===== config.mk =====
export PLATFORM = sky130hd
export DESIGN_NAME = morse_char_sequencer
export DESIGN_NICKNAME = d
export VERILOG_FILES = /design/src/rtl/morse_char_sequencer.sv
export SDC_FILE = /design/constraint.sdc
export NUM_CORES = 1
export LEC_CHECK = 0
export CAP_MARGIN = 20
export CORE_ASPECT_RATIO = 1.1
export CORE_MARGIN = 1
export CORE_UTILIZATION = 51
export DETAILED_ROUTE_END_ITERATION = 12
export GPL_TIMING_DRIVEN = 0
export HOLD_SLACK_MARGIN = 0.02
export PLACE_DENSITY = 0.85
export SYNTH_ARGS = -nofsm -noshare
export SYNTH_HDL_FRONTEND = slang
export SYNTH_SLANG_ARGS = --single-unit
export TNS_END_PERCENT = 10

===== constraint.sdc =====
create_clock -name clk -period 4.55 [get_ports clk]
set_clock_uncertainty 0.15 [all_clocks]
set_input_delay 0.91 -clock clk [delete_from_list [all_inputs] [get_ports clk]]
set_output_delay 0.91 -clock clk [all_outputs]
set_load 0.01 [all_outputs]

===== src/rtl/morse_char_sequencer.sv =====
// Morse character sequencer: accumulates dot/dash symbols, looks each letter up in the
// synchronous Morse ROM on a gap and writes the character (plus a space on word gaps) to the FIFO.
module morse_char_sequencer #(
  parameter int unsigned MAX_SYMBOLS = 5,
  parameter logic [7:0]  SPACE_ADDR  = 8'hE0,
  parameter logic [7:0]  ERR_CHAR    = 8'h3F
) (
  input  logic       clk,
  input  logic       reset_n,
  input  logic       dot,
  input  logic       dash,
  input  logic       lg,
  input  logic       wg,
  input  logic [7:0] rom_data,
  input  logic       fifo_full,
  output logic [7:0] rom_addr,
  output logic [7:0] fifo_din,
  output logic       fifo_wr_en,
  output logic [4:0] sym_q,
  output logic [2:0] sym_count,
  output logic       busy,
  output logic       drop,
  output logic [7:0] drop_count
);

  typedef enum logic [2:0] {
    StIdle,
    StLookup,
    StWrite,
    StSpcLookup,
    StSpcWrite
  } state_e;

  state_e     state_q, state_d;
  logic [4:0] sym_pat_q, sym_pat_d, sym_pat_n;
  logic [2:0] sym_cnt_q, sym_cnt_d, sym_cnt_n;
  logic       inv_q, inv_d, inv_n;
  logic       err_q, err_d;
  logic       pend_q, pend_d;
  logic [7:0] rom_addr_q, rom_addr_d;
  logic [7:0] din_q, din_d;
  logic       wr_q, wr_d;
  logic [7:0] drop_cnt_q, drop_cnt_d;
  logic       is_sym, gap;

  assign is_sym = dot ^ dash;
  assign gap    = lg | wg;
  assign busy   = (state_q != StIdle);

  // Symbol accumulation including any symbol arriving in this cycle.
  always_comb begin
    sym_pat_n = sym_pat_q;
    sym_cnt_n = sym_cnt_q;
    inv_n     = inv_q;
    if (is_sym) begin
      if (sym_cnt_q < 3'(MAX_SYMBOLS)) begin
        sym_pat_n = {sym_pat_q[3:0], dash};
        sym_cnt_n = sym_cnt_q + 3'd1;
      end else begin
        inv_n = 1'b1;
      end
    end
  end

  always_comb begin
    state_d    = state_q;
    sym_pat_d  = sym_pat_n;
    sym_cnt_d  = sym_cnt_n;
    inv_d      = inv_n;
    err_d      = err_q;
    pend_d     = pend_q;
    rom_addr_d = rom_addr_q;
    din_d      = din_q;
    wr_d       = 1'b0;
    drop       = 1'b0;

    if (gap) begin
      sym_pat_d = '0;
      sym_cnt_d = '0;
      inv_d     = 1'b0;
      if (busy) begin
        drop = 1'b1;
      end else if (sym_cnt_n != 3'd0) begin
        rom_addr_d = {sym_cnt_n, sym_pat_n};
        pend_d     = wg;
        err_d      = inv_n;
        state_d    = StLookup;
      end else if (wg) begin
        rom_addr_d = SPACE_ADDR;
        state_d    = StSpcLookup;
      end
    end

    unique case (state_q)
      StIdle: ;
      StLookup: state_d = StWrite;
      StWrite: begin
        din_d = err_q ? ERR_CHAR : rom_data;
        wr_d  = ~fifo_full;
        drop  = drop | fifo_full;
        if (pend_q) begin
          rom_addr_d = SPACE_ADDR;
          pend_d     = 1'b0;
          state_d    = StSpcLookup;
        end else begin
          state_d = StIdle;
        end
      end
      StSpcLookup: state_d = StSpcWrite;
      StSpcWrite: begin
        din_d   = rom_data;
        wr_d    = ~fifo_full;
        drop    = drop | fifo_full;
        state_d = StIdle;
      end
      default: state_d = StIdle;
    endcase

    drop_cnt_d = (drop && drop_cnt_q != 8'hFF) ? drop_cnt_q + 8'd1 : drop_cnt_q;
  end

  always_ff @(posedge clk) begin
    if (!reset_n) begin
      state_q    <= StIdle;
      sym_pat_q  <= '0;
      sym_cnt_q  <= '0;
      inv_q      <= 1'b0;
      err_q      <= 1'b0;
      pend_q     <= 1'b0;
      rom_addr_q <= '0;
      din_q      <= '0;
      wr_q       <= 1'b0;
      drop_cnt_q <= '0;
    end else begin
      state_q    <= state_d;
      sym_pat_q  <= sym_pat_d;
      sym_cnt_q  <= sym_cnt_d;
      inv_q      <= inv_d;
      err_q      <= err_d;
      pend_q     <= pend_d;
      rom_addr_q <= rom_addr_d;
      din_q      <= din_d;
      wr_q       <= wr_d;
      drop_cnt_q <= drop_cnt_d;
    end
  end

  assign rom_addr   = rom_addr_q;
  assign fifo_din   = din_q;
  assign fifo_wr_en = wr_q;
  assign sym_q      = sym_pat_q;
  assign sym_count  = sym_cnt_q;
  assign drop_count = drop_cnt_q;

endmodule


==> metrics.txt, run 1 <==
status=finished clean; Fin Setup TNS=0 ps; Die Wd=between 50 and 60 µm; Starting Density=52.97%; Synth Area in Adders=roughly 1.4%; number of synthesized register bits=39; root buffer cell=clkbuf_4; max cap viols=0; worst hold endpoint=inv_q; routability cong.=between 0.8 and 0.9; fraction of synthesized area in multiplexers=7.163%; post-layout util=72.35%; Area Growth Syn to Fin=36.60%; fraction of layout cells with a size suffix above 1=9.200%; most frequent cells in the layout=clkdlybuf4s50_1, dfxtp_1, nor2_1, nand2_1, a21oi_1; H-Tree Depth=2; Period minus WS final=between 3000 and 4000 ps; Netlist cell types=45; row cnt=22; RSZ-0062 raised after global routing=false; Pwr Density=368.7 nW/µm²; post_cts resized=0; Hold-fix buffers, CTS=0; CP Capture Type=output pin; synthesized cell area=1764 µm²; Synth Area in Simple Gates=22.34%; Post-Syn Instances=194; LEAKAGE=~0.84 nW; vias per cell=approximately 5.4; met2 usage=36.64%; DRT Wirelength=3823 µm; grt ovf=0; Worst Path Class, Setup=in2out; Reg2Reg Launch Point=sym_count[1]; part of the cycle the worst path needs=78.93%; total track usage=22.40%; # fillers=approximately 270; initial DRC count=58; antenna cell count=0; first-pass GRT wire length=around 6400 µm; CTS tree=yes; die area=3699 µm²; Worst-path clk slew=around 120 ps; Num CTS Buffers=5; PortBufs=48; commonest non-fill, non-tap cell in the layout=clkdlybuf4s50_1; Max-slew headroom=49.11%; CP max FO=8; RR Endpoint=rom_addr[1]; Longest Clk Path Bufs=2; warnings from Yosys=0; Final ANT Viol Nets=0; GRT met3 Usage=6.571%; busiest grt layer=met2; hpwl dp=2787 µm; Setup violations, final=0; Worst Hold Launch=inv_q; Compound-Gate Fraction of Synth Area=between 10% and 20%; Syn Area/Cell=9.094 µm²; clock sink count=39; Pre-Repair DR Iteration Count=5; hold path depth=2; vias in the first global route=1,450; vias=between 1,500 and 2,000; post-synth net total=approximately 210; Final Hold Fails=0; largest net degree at the start of global routing=14; Reg2Reg Setup Slack=2250 ps; R2R cell count=6; VDD IR max=0.0001886 V; nets=around 270; Startpoint Class=input port; Vert. Die Dim=between 60 and 70 µm; classification of the worst-slack hold path=reg2reg; sequential area share after synthesis=44.26%; main combinational cell family by area after synthesis=simple AND/OR/NAND/NOR gates; core region area=3331 µm²; postcts setup bufs=0; Slew Viols, Final=0; Critical Path RT=~3500 ps; Least-Margin Pin Slew=756.9 ps; maximum clock rate=278.5 MHz; # IOs=50; antenna violations before repair=0; DRC viols=0; critical path arrival=2530 ps; average wire per standard cell=12.83 µm; met1 GRT Util=27.69%; Post-Synth XOR/XNOR Area=4.397%; Worst-Skew Late Latency=~350 ps
==> worst max path at each step <==
stage	slack [ps]	from	to	depth (start not counted)
3_3_place_gp	980	lg	drop	4
3_5_place_dp	970	lg	drop	4
4_1_cts	970	lg	drop	4
6_report	960	lg	drop	4
2_1_floorplan	1950	wg	drop	3
5_1_grt	930	lg	drop	4
==> Yosys cell counts (all sizes together) <==
| library cell | instances | area share, % |
|---|---|---|
| a211oi | 1 | 0.43 |
| a21boi | 2 | 0.85 |
| a21oi | 11 | 3.1 |
| a311oi | 2 | 2.0 |
| a31oi | 1 | 0.35 |
| a32o | 2 | 1.1 |
| buf | 3 | 1.6 |
| clkbuf | 5 | 1.1 |
| clkinv | 1 | 0.21 |
| dfxtp | 39 | 44 |
| ha | 2 | 1.4 |
| inv | 3 | 0.64 |
| mux2 | 5 | 3.2 |
| mux2i | 7 | 4.0 |
| nand2 | 18 | 3.8 |
| nand2b | 5 | 1.8 |
| nand3 | 8 | 2.3 |
| nand4 | 1 | 0.35 |
| nor2 | 30 | 6.5 |
| nor2b | 1 | 0.35 |
| nor3 | 8 | 2.6 |
| nor3b | 2 | 0.85 |
| nor4 | 3 | 1.1 |
| nor4b | 2 | 0.99 |
| o21a | 1 | 0.43 |
| o21ai | 7 | 2.0 |
| o221a | 6 | 3.8 |
| o22a | 1 | 0.50 |
| o22ai | 1 | 0.35 |
| o311a | 1 | 0.57 |
| o31a | 1 | 0.50 |
| o31ai | 1 | 0.43 |
| o41ai | 1 | 0.50 |
| or2 | 1 | 0.35 |
| or2b | 1 | 0.43 |
| or3 | 1 | 0.35 |
| or4 | 1 | 0.64 |
| xnor2 | 6 | 3.0 |
| xor2 | 2 | 1.4 |
==> layout make-up <==
type / instances / area, µm² / share of cell area, %
sequential: 39 / 780.7 / 32.40
inverter: 4 / 15.01 / 0.6231
tap: 48 / 60.06 / 2.492
clock buffer: 5 / 37.54 / 1.558
clock inverter: 3 / 67.56 / 2.804
buffer: 8 / 46.29 / 1.921
timing repair buffer: 48 / 480.5 / 19.94
multi-input combinational: 143 / 922.1 / 38.27
==> metal layers <==
metal  vias to the layer above  wire [µm]
li1                        803          -
met1                       763       1704
met2                        45       1887
met3                         6        179
met4                         0         51
met5                         -          0
==> worst max-delay path, cell delays in order <==
cell,delay [ps]
clkdlybuf4s50_1,540
a311oi_4,520
nor2_1,70
clkdlybuf4s50_1,490
==> registers in the layout (all words and copies together), names as in the netlist <==
register and cells:
rom_addr 8, sym_count 3, state_q 3, fifo_wr_en 1, err_q 1, drop_count 8, sym_q 5, inv_q 1
pend_q 1, fifo_din 8
==> metrics by stage <==
stage	hold slack, ps	setup WS (ps)	instance area [µm²]	power (mW)	cells
final	325.9	958.9	2410	0.8886	298
after global routing	346.9	925.5	2410	0.9350	298
after CTS	327.8	971.3	2410	0.8939	298
after detailed placement	299.8	974.3	2305	0.6078	290
after global placement	290.7	980.6	2305	0.6046	290
after floorplan	274.0	1946	1764	0.5200	194
==> where the power goes <==
| part | total [mW] | internal [mW] | switching, mW |
|---|---|---|---|
| Clock | 0.286 | 0.171 | 0.116 |
| Sequential | 0.388 | 0.368 | 0.0202 |
| Combinational | 0.214 | 0.108 | 0.106 |
==> kinds of logic (layout without fill, tap and decap cells) <==
family	after synthesis	in the layout
multiplexers	12	12
buffers and inverters	12	68
AND/OR/NAND/NOR	82	82
adder cells (fa/ha/maj)	2	2
XOR/XNOR	8	8
AO/OA/AOI/OAI	39	39
flip-flops	39	39
(Power assumes the default switching activity.)
==> inputs of run 2 (changes only) <==
Settings changed: CORE_UTILIZATION 51 to 42, PLACE_DENSITY 0.85 to 0.75.
Clock period 4.55 ns to 3.15 ns, I/O delays scaled along.
==> run 2 against run 1 <==
Sequential cell count unchanged. Die area up 21%. Via count down 1.7%. Non-clock buffer count unchanged. Worst hold slack worse by 7.9 ps. Clock-buffer cell count up 1.
==> metrics.txt, run 2 (synthesized netlist as in run 1, its figures left out) <==
status=finished clean; Reg2Reg Setup Slack=830 ps; post_cts resized=0; CP Capture Type=output pin; PortBufs=48; core region area=3994 µm²; post-layout instance count excluding filler cells=302; antenna cell count=0; Final ANT Viol Nets=0; Vert. Die Dim=69.98 µm; vias in the first global route=1,458; Starting Density=44.17%; Worst Hold Launch=inv_q; FF/Latch Area=780.7 µm²; row cnt=24; VDD IR max=0.0002753 V; antenna violations before repair=0; RR Endpoint=rom_addr[2]; # IOs=50; Fin Setup TNS=0 ps; post-layout util=60.78%; postcts setup bufs=0; Num CTS Buffers=5; DRT Wirelength=3834 µm; maximum clock rate=331.3 MHz; fraction of layout cells with a size suffix above 1=a little under a tenth; part of the cycle the worst path needs=95.81%; RSZ-0062 raised after global routing=false; hpwl dp=2783 µm; Period minus WS final=a little over 3000 ps; H-Tree Depth=2; # fillers=~370; Pwr Density=536.0 nW/µm²; root buffer cell=clkbuf_8; DRC viols=0; Area Growth Syn to Fin=37.59%; Startpoint Class=input port; Longest Clk Path Bufs=2; R2R cell count=6; Min Hold Slack=approximately 320 ps; grt ovf=0; Critical Path RT=2370 ps; Pre-Repair DR Iteration Count=4; Least-Margin Pin Slew=~710 ps; Worst-Skew Late Latency=290 ps; routability cong.=between 0.7 and 0.8; CTS tree=yes; largest net degree at the start of global routing=13; Worst-path clk slew=70 ps; die area=4464 µm²; vias=1,589; Placed Cells=between 200 and 300; clock sink count=39; critical path arrival=2240 ps; Worst Path Class, Setup=in2out; nets=roughly 270; Reg2Reg Launch Point=sym_count[1]; LEAKAGE=0.8466 nW; Hold-fix buffers, CTS=0; commonest non-fill, non-tap cell in the layout=clkdlybuf4s50_1; hold path depth=2; Setup violations, final=0; total track usage=18.41%; worst hold endpoint=inv_q; initial DRC count=89; classification of the worst-slack hold path=reg2reg; average wire per standard cell=12.70 µm; Max-slew headroom=52.07%; Slew Viols, Final=0; Die Wd=63.80 µm; Multi-input gate area=about 920 µm²; Final Hold Fails=0; first-pass GRT wire length=6548 µm; max cap viols=0; most frequent cells in the layout=clkdlybuf4s50_1, dfxtp_1, nor2_1, nand2_1, a21oi_1; vias per cell=5.262; CP max FO=8
[run 2: cell count changes in the layout (fill, tap and decap cells not counted)]
cell,delta
clkbuf_8,+6
clkbuf_4,-5
bufinv_16,-1
clkinv_2,+1
clkinvlp_4,-1
[run 2: area by class of cell]
type,instances,share of cell area (%)
repair buffers,48,19.79
clock inverters,2,1.443
inverters,4,0.6186
flip-flops and latches,39,32.16
well taps,52,2.680
plain buffers,8,1.907
multi-input cells,143,37.99
clock buffers,6,3.402
[run 2: per-layer routing]
layer	track usage, %	share of wire, %	vias up
met5	0	0	-
met4	6.061	0	0
met3	5.065	4.2	0
met2	28.84	49	41
met1	24.23	47	744
li1	-	-	804
[run 2: how the worst max path moves through the flow]
stage	start	end	slack (ps)	cells past startpoint
6_report	lg	drop	130	4
5_1_grt	lg	drop	60	4
3_5_place_dp	lg	drop	150	4
4_1_cts	lg	drop	140	4
3_3_place_gp	lg	drop	120	4
2_1_floorplan	wg	drop_count[5]	1010	5
[run 2: through the flow]
step                      power (mW)  instance area (µm²)  setup slack (ps)
after floorplan               0.7512                 1764              1009
after global placement        0.8761                 2310             118.1
after detailed placement      0.8795                 2310             146.6
after CTS                      1.309                 2427             142.4
after global routing           1.370                 2427             63.55
final                          1.301                 2427             132.0
[run 2: critical path, stage by stage]
cell,delay (ps)
clkdlybuf4s50_1,530
a311oi_4,510
nor2_1,70
clkdlybuf4s50_1,490
[run 2: power breakdown]
| part | internal (mW) | switching, mW |
|---|---|---|
| registers | 0.531 | 0.0277 |
| clock network | 0.256 | 0.175 |
| logic | 0.156 | 0.155 |
==> inputs of run 3 (changes only) <==
Settings changed: CORE_MARGIN 1 to not set.
==> results of run 3 <==
The final DEF is identical to that of run 2; final timing and power are the same.
